===== config.mk =====
export PLATFORM = sky130hd
export DESIGN_NAME = muldiv_ctrl
export DESIGN_NICKNAME = d
export VERILOG_FILES = /design/src/rtl/muldiv_ctrl_pkg.sv /design/src/rtl/muldiv_ctrl_div_radix2.sv /design/src/rtl/muldiv_ctrl.sv
export SDC_FILE = /design/constraint.sdc
export NUM_CORES = 2
export LEC_CHECK = 0
export ABC_CLOCK_PERIOD_IN_PS = 9500
export CAP_MARGIN = 15
export CORE_MARGIN = 2
export CORE_UTILIZATION = 46
export CTS_CLUSTER_SIZE = 40
export DETAILED_ROUTE_END_ITERATION = 10
export SETUP_SLACK_MARGIN = 0.3
export SLEW_MARGIN = 20
export SYNTH_ARGS = -nofsm -noshare
export SYNTH_HDL_FRONTEND = slang
export SYNTH_SLANG_ARGS = --single-unit

===== constraint.sdc =====
create_clock -name clock_i -period 9.5 [get_ports clock_i]
set_clock_uncertainty 0.15 [all_clocks]
set_input_delay 2.85 -clock clock_i [delete_from_list [all_inputs] [get_ports clock_i]]
set_output_delay 2.85 -clock clock_i [all_outputs]
set_load 0.01 [all_outputs]

===== src/rtl/muldiv_ctrl_pkg.sv =====
// rtl/muldiv_ctrl_pkg.sv - shared opcodes, states and sign helpers for the HI/LO sequencer
package muldiv_ctrl_pkg;

    typedef enum logic [1:0] {
        MULDIV_OP_MULT  = 2'b00,
        MULDIV_OP_MULTU = 2'b01,
        MULDIV_OP_DIV   = 2'b10,
        MULDIV_OP_DIVU  = 2'b11
    } muldiv_op_e;

    typedef enum logic [1:0] {
        MULDIV_ST_IDLE = 2'b00,
        MULDIV_ST_MUL  = 2'b01,
        MULDIV_ST_DIV  = 2'b10,
        MULDIV_ST_DONE = 2'b11
    } muldiv_state_e;

    localparam int CNT_W = 5;

    function automatic logic [31:0] neg_if(input logic [31:0] v, input logic neg);
        return neg ? (~v + 32'd1) : v;
    endfunction

    function automatic logic [31:0] abs_if(input logic [31:0] v, input logic is_signed);
        return neg_if(v, is_signed & v[31]);
    endfunction

endpackage


===== src/rtl/muldiv_ctrl_div_radix2.sv =====
// rtl/muldiv_ctrl_div_radix2.sv - unsigned restoring radix-2 divider, one bit per step
module div_radix2 (
    input  logic        clock_i,
    input  logic        reset_i,
    input  logic        init,
    input  logic        step,
    input  logic [31:0] dividend,
    input  logic [31:0] divisor,
    output logic [31:0] quotient,
    output logic [31:0] remainder
);

    logic [63:0] pr_q;
    logic [31:0] dvsr_q;
    logic [32:0] diff;
    logic [63:0] pr_next;

    // Outputs show the partial remainder after the step taken this cycle,
    // so the caller can register the final result on the last step's edge.
    always_comb begin
        diff    = pr_q[63:31] - {1'b0, dvsr_q};
        pr_next = diff[32] ? {pr_q[62:0], 1'b0}
                           : {diff[31:0], pr_q[30:0], 1'b1};
    end

    assign quotient  = pr_next[31:0];
    assign remainder = pr_next[63:32];

    always_ff @(posedge clock_i) begin
        if (reset_i) begin
            pr_q   <= 64'd0;
            dvsr_q <= 32'd0;
        end else if (init) begin
            pr_q   <= {32'd0, dividend};
            dvsr_q <= divisor;
        end else if (step) begin
            pr_q   <= pr_next;
        end
    end

endmodule


===== src/rtl/muldiv_ctrl.sv =====
// rtl/muldiv_ctrl.sv - MULT/MULTU/DIV/DIVU sequencer with stall/advance/flush handshake
module muldiv_ctrl
    import muldiv_ctrl_pkg::*;
#(
    parameter int MUL_STAGES = 1,
    parameter int DIV_ITERS  = 32
) (
    input  logic        clock_i,
    input  logic        reset_i,
    input  logic        req_i,
    input  logic [1:0]  op_i,
    input  logic [31:0] rs_i,
    input  logic [31:0] rt_i,
    input  logic        advance_i,
    input  logic        flush_i,
    output logic        stall_o,
    output logic        done_o,
    output logic [31:0] hi_o,
    output logic [31:0] lo_o,
    output logic        busy_o
);

    muldiv_state_e    state_q;
    logic [CNT_W-1:0] cnt_q;
    muldiv_op_e       op_q;
    logic [31:0]      rs_q;
    logic [31:0]      rt_q;
    logic             q_neg_q;
    logic             r_neg_q;
    logic             done_q;
    logic             busy_q;
    logic [31:0]      hi_q;
    logic [31:0]      lo_q;

    logic             div_signed;
    logic             div_init;
    logic             div_step;
    logic [31:0]      div_quot;
    logic [31:0]      div_rem;
    logic [63:0]      mul_a;
    logic [63:0]      mul_b;
    logic [63:0]      product;

    assign stall_o = req_i & ~done_q & ~flush_i;
    assign done_o  = done_q;
    assign busy_o  = busy_q;
    assign hi_o    = hi_q;
    assign lo_o    = lo_q;

    assign div_signed = ~op_i[0];
    assign div_init   = (state_q == MULDIV_ST_IDLE) & req_i & ~flush_i & op_i[1];
    assign div_step   = (state_q == MULDIV_ST_DIV) & req_i & ~flush_i;

    div_radix2 u_div (
        .clock_i   (clock_i),
        .reset_i   (reset_i),
        .init      (div_init),
        .step      (div_step),
        .dividend  (abs_if(rs_i, div_signed)),
        .divisor   (abs_if(rt_i, div_signed)),
        .quotient  (div_quot),
        .remainder (div_rem)
    );

    // Sign-extended 64x64 product truncated to 64 bits is exact for both signednesses.
    always_comb begin
        mul_a   = (op_q == MULDIV_OP_MULT) ? {{32{rs_q[31]}}, rs_q} : {32'd0, rs_q};
        mul_b   = (op_q == MULDIV_OP_MULT) ? {{32{rt_q[31]}}, rt_q} : {32'd0, rt_q};
        product = mul_a * mul_b;
    end

    always_ff @(posedge clock_i) begin
        if (reset_i) begin
            state_q <= MULDIV_ST_IDLE;
            cnt_q   <= '0;
            op_q    <= MULDIV_OP_MULT;
            rs_q    <= 32'd0;
            rt_q    <= 32'd0;
            q_neg_q <= 1'b0;
            r_neg_q <= 1'b0;
            done_q  <= 1'b0;
            busy_q  <= 1'b0;
            hi_q    <= 32'd0;
            lo_q    <= 32'd0;
        end else if (flush_i) begin
            state_q <= MULDIV_ST_IDLE;
            cnt_q   <= '0;
            done_q  <= 1'b0;
            busy_q  <= 1'b0;
        end else begin
            case (state_q)
                MULDIV_ST_IDLE: begin
                    if (req_i) begin
                        op_q    <= muldiv_op_e'(op_i);
                        rs_q    <= rs_i;
                        rt_q    <= rt_i;
                        q_neg_q <= div_signed & (rs_i[31] ^ rt_i[31]);
                        r_neg_q <= div_signed & rs_i[31];
                        busy_q  <= 1'b1;
                        if (!op_i[1]) begin
                            state_q <= MULDIV_ST_MUL;
                            cnt_q   <= CNT_W'(MUL_STAGES - 1);
                        end else begin
                            state_q <= MULDIV_ST_DIV;
                            cnt_q   <= CNT_W'(DIV_ITERS - 1);
                        end
                    end
                end
                MULDIV_ST_MUL: begin
                    if (!req_i) begin
                        state_q <= MULDIV_ST_IDLE;
                        busy_q  <= 1'b0;
                    end else if (cnt_q == '0) begin
                        {hi_q, lo_q} <= product;
                        done_q  <= 1'b1;
                        busy_q  <= 1'b0;
                        state_q <= MULDIV_ST_DONE;
                    end else begin
                        cnt_q <= cnt_q - 1'b1;
                    end
                end
                MULDIV_ST_DIV: begin
                    if (!req_i) begin
                        state_q <= MULDIV_ST_IDLE;
                        busy_q  <= 1'b0;
                    end else if (cnt_q == '0) begin
                        lo_q    <= neg_if(div_quot, q_neg_q);
                        hi_q    <= neg_if(div_rem, r_neg_q);
                        done_q  <= 1'b1;
                        busy_q  <= 1'b0;
                        state_q <= MULDIV_ST_DONE;
                    end else begin
                        cnt_q <= cnt_q - 1'b1;
                    end
                end
                MULDIV_ST_DONE: begin
                    if (advance_i || !req_i) begin
                        state_q <= MULDIV_ST_IDLE;
                        done_q  <= 1'b0;
                    end
                end
                default: begin
                    state_q <= MULDIV_ST_IDLE;
                    done_q  <= 1'b0;
                    busy_q  <= 1'b0;
                end
            endcase
        end
    end

endmodule


==> results.md <==
* Syn Nets at 8899
* Initial antenna violation count at 11
* Clk root buf: clkbuf_16
* Post-synthesis sequential area ratio at 7.60%
* Share of cells above drive strength 1 at 7.92%
* Hpwl dp at 162000 um
* Number of global-route vias before repair at 52100
* Placed insts at 8836
* Main synth FF type: dfxtp_1
* Vias after detailed routing at 48800
* Tmin final at 9.02 ns
* Seq cells post-synth at 237
* First-pass GRT wire length at 306000 um
* Via/cell ratio at 5.46
* RSZ-0062 raised after global routing: true
* Post-synth ARST share at 0%
* Critical Path RT at 9.77 ns
* Placeable Area at 0.135 mm^2
* CP peak stage delay at 0.59 ns
* Leak Pwr at 33.9 nW
* Hold-fix buffers, CTS at 0
* Worst slew pin tran at 1.00 ns
* Crit path launch type: flop
* Synthesis warning total at 0
* HP Class: flop to flop
* DR WL/cell at 22.2 um
* Detailed Routing Iterations Pass 1 at 6
* Height of the die at 372 um
* CTS Buffer Depth at 3
* Final #Nets at 8980
* Detailed-route DRC error count at 0
* Synth cell types at 95
* Max_cap viols at 0
* Die area at 0.139 mm^2
* Rows at 135
* Adder-cell share of the synthesized area at 52.7%
* Global route overflow at 0
* Final Hold Viols at 0
* Final GP Congestion at 0.976
* Worst hold margin at 0.306 ns
* HP Start: lo_o[11]
* Drt total wl at 198000 um
* I/O pin count at 138
* Number of flops mapped to enable cells by yosys at 0
* Mux contribution to synthesized area at 0.475%
* Number of DRC markers in iteration 0 at 3072
* Routed Antenna Nets at 0
* Cts bufs inserted at 28
* R2r startpoint: rs_q[22]
* Setup violators final at 0
* Area Growth Syn to Fin at 10.9%
* Area of the multi-input gates at 0.0508 mm^2
* CTS tree: done
* Max Slew Vio Count at 0
* VDD IR max at 0.134 mV
* Max Fclk at 0.111 GHz
* CP max-delay cell: fa_1
* Fillers at 12800
* Fraction of the mapped netlist area in compound gates at 8.70%
* CP endpoint kind: flop
* Status: complete, no violations
* CP max FO at 16
* Initial core utilization at 46.2%
* Die width at 372 um
* Gr usage total at 29.0%
* Synth Area in Simple Gates at 15.6%
* Slew HR at 33.4%
* Period utilisation layout at 95.0%
* Finished Cell Area at 0.0692 mm^2
* Arrival @ worst endpoint at 9.29 ns
* Largest family of logic cells by synthesized area: adder cells
* TNS Setup at 0 ns
* Clock H-tree levels at 1
* Worst-path clk slew at 0.07 ns
* P per Cell Area at 70.0 mW/mm^2
* Post-Syn Instances at 7058
* CTS sink cnt at 237
* Largest net degree at the start of global routing at 74
* Synthesized cell area at 0.0624 mm^2
* Most common cell on crit path: fa_1
* Placed inst area at 0.0667 mm^2
* Final Util at 51.3%
* WS Path Type: flop to flop
* Final Non-Filler Cells at 8944
* Port bufs at 137
* Worst-Skew Late Latency at 0.62 ns
* Seq. cell area at 0.00486 mm^2
* CP Launch Point: rs_q[22]
* XOR/XNOR Fraction of Synth Area at 3.16%
* Syn avg cell area at 8.84 um^2
report_power, final:
part	total (mW)	switching (mW)	leakage [nW]	internal, mW
sequential	1.10	0.0682	1.95	1.03
clock	1.21	0.523	0.469	0.684
combinational	2.54	1.57	31.5	0.963
routing by layer:
| metal | GRT usage [%] | routed length, um | vias up |
|---|---|---|---|
| met2 | 50.7 | 99700 | 1547 |
| met3 | 2.71 | 9760 | 471 |
| li1 | - | - | 21500 |
| met5 | 0 | 96 | - |
| met4 | 15.4 | 13600 | 14 |
| met1 | 35.4 | 75100 | 25200 |
stage by stage:
stage | setup slack, ns | power (mW)
5_1_grt | 0.183 | 5.15
6_report | 0.476 | 4.85
3_5_place_dp | 0.0556 | 3.54
2_1_floorplan | 0.318 | 2.65
4_1_cts | 0.303 | 4.78
3_3_place_gp | 0.179 | 3.52
cells by family after synthesis:
family,after synthesis
flops,237
compound gates,806
fa+ha+maj,1773
mux,28
buf+inv,1959
simple gates,2030
xor+xnor,225
path summary, 6_finish.rpt:
check / endpoint / slack [ns] / depth (start not counted)
max reg2reg: hi_o[22] / 0.48 / 29
min reg2reg: lo_o[11] / 0.31 / 2
min: lo_o[11] / 0.31 / 2
max: hi_o[22] / 0.48 / 29
cell type report:
cell class              instances  area share [%]
well taps                    1781            3.22
inverters                    1583            8.60
multi-input cells            4862            73.3
clock buffers                  35            1.11
diodes                          3          0.0108
clock inverters                16           0.307
flip-flops and latches        237            7.03
repair buffers                427            6.38
registers in the layout, summed over array words and instances, names as in the netlist:
register,count
r_neg_q,1
q_neg_q,1
done_o,1
op_q,2
u_div.pr_q,64
busy_o,1
hi_o,32
u_div.dvsr_q,32
state_q,2
cnt_q,5
rs_q,32
lo_o,32
rt_q,32
worst max-delay path, delay by kind of cell, from the launching register on:
family / cells / cell delay (ns)
compound gates: 3 / 0.44
fa+ha+maj: 11 / 5.28
buf+inv: 7 / 0.94
flops: 1 / 0.35
simple gates: 8 / 1.65
placed cells by master (no fill, tap or decap), drive strengths merged, types with 23 or more instances in the layout:
| master | count |
|---|---|
| a211oi | 94 |
| a21o | 58 |
| a21oi | 253 |
| a311oi | 48 |
| a31oi | 25 |
| and2 | 522 |
| and3 | 39 |
| buf | 277 |
| clkbuf | 46 |
| clkdlybuf4s50 | 136 |
| dfxtp | 237 |
| fa | 1424 |
| ha | 346 |
| inv | 1581 |
| mux2i | 24 |
| nand2 | 912 |
| nand2b | 29 |
| nand3 | 27 |
| nor2 | 282 |
| nor2b | 23 |
| nor3 | 72 |
| o211ai | 33 |
| o21ai | 109 |
| o31ai | 28 |
| or3 | 33 |
| xnor2 | 147 |
| xor2 | 78 |
repair_timing:
| item | CTS | global route |
|---|---|---|
| buffers inserted | 3 | 36 |
| gates cloned | 3 | 12 |
| pin swaps | 6 | 79 |
| gates resized for setup | 50 | 227 |
| endpoints found under the setup margin | 21 | 27 |
cell usage after synthesis, drive strengths merged, types with 35 or more instances:
cell,number,share of area [%]
inv,1582,9.5
nand2,912,5.5
buf,35,0.24
xnor2,147,2.1
a21o,58,0.70
xor2,78,1.1
clkbuf,341,2.1
dfxtp,237,7.6
and2,522,5.2
and3,39,0.40
a211oi,94,1.2
fa,1424,46
nor3,72,0.59
ha,346,6.9
nor2,282,1.7
a311oi,48,0.67
o21ai,109,0.87
a21oi,253,2.0
(Power assumes the default switching activity.)
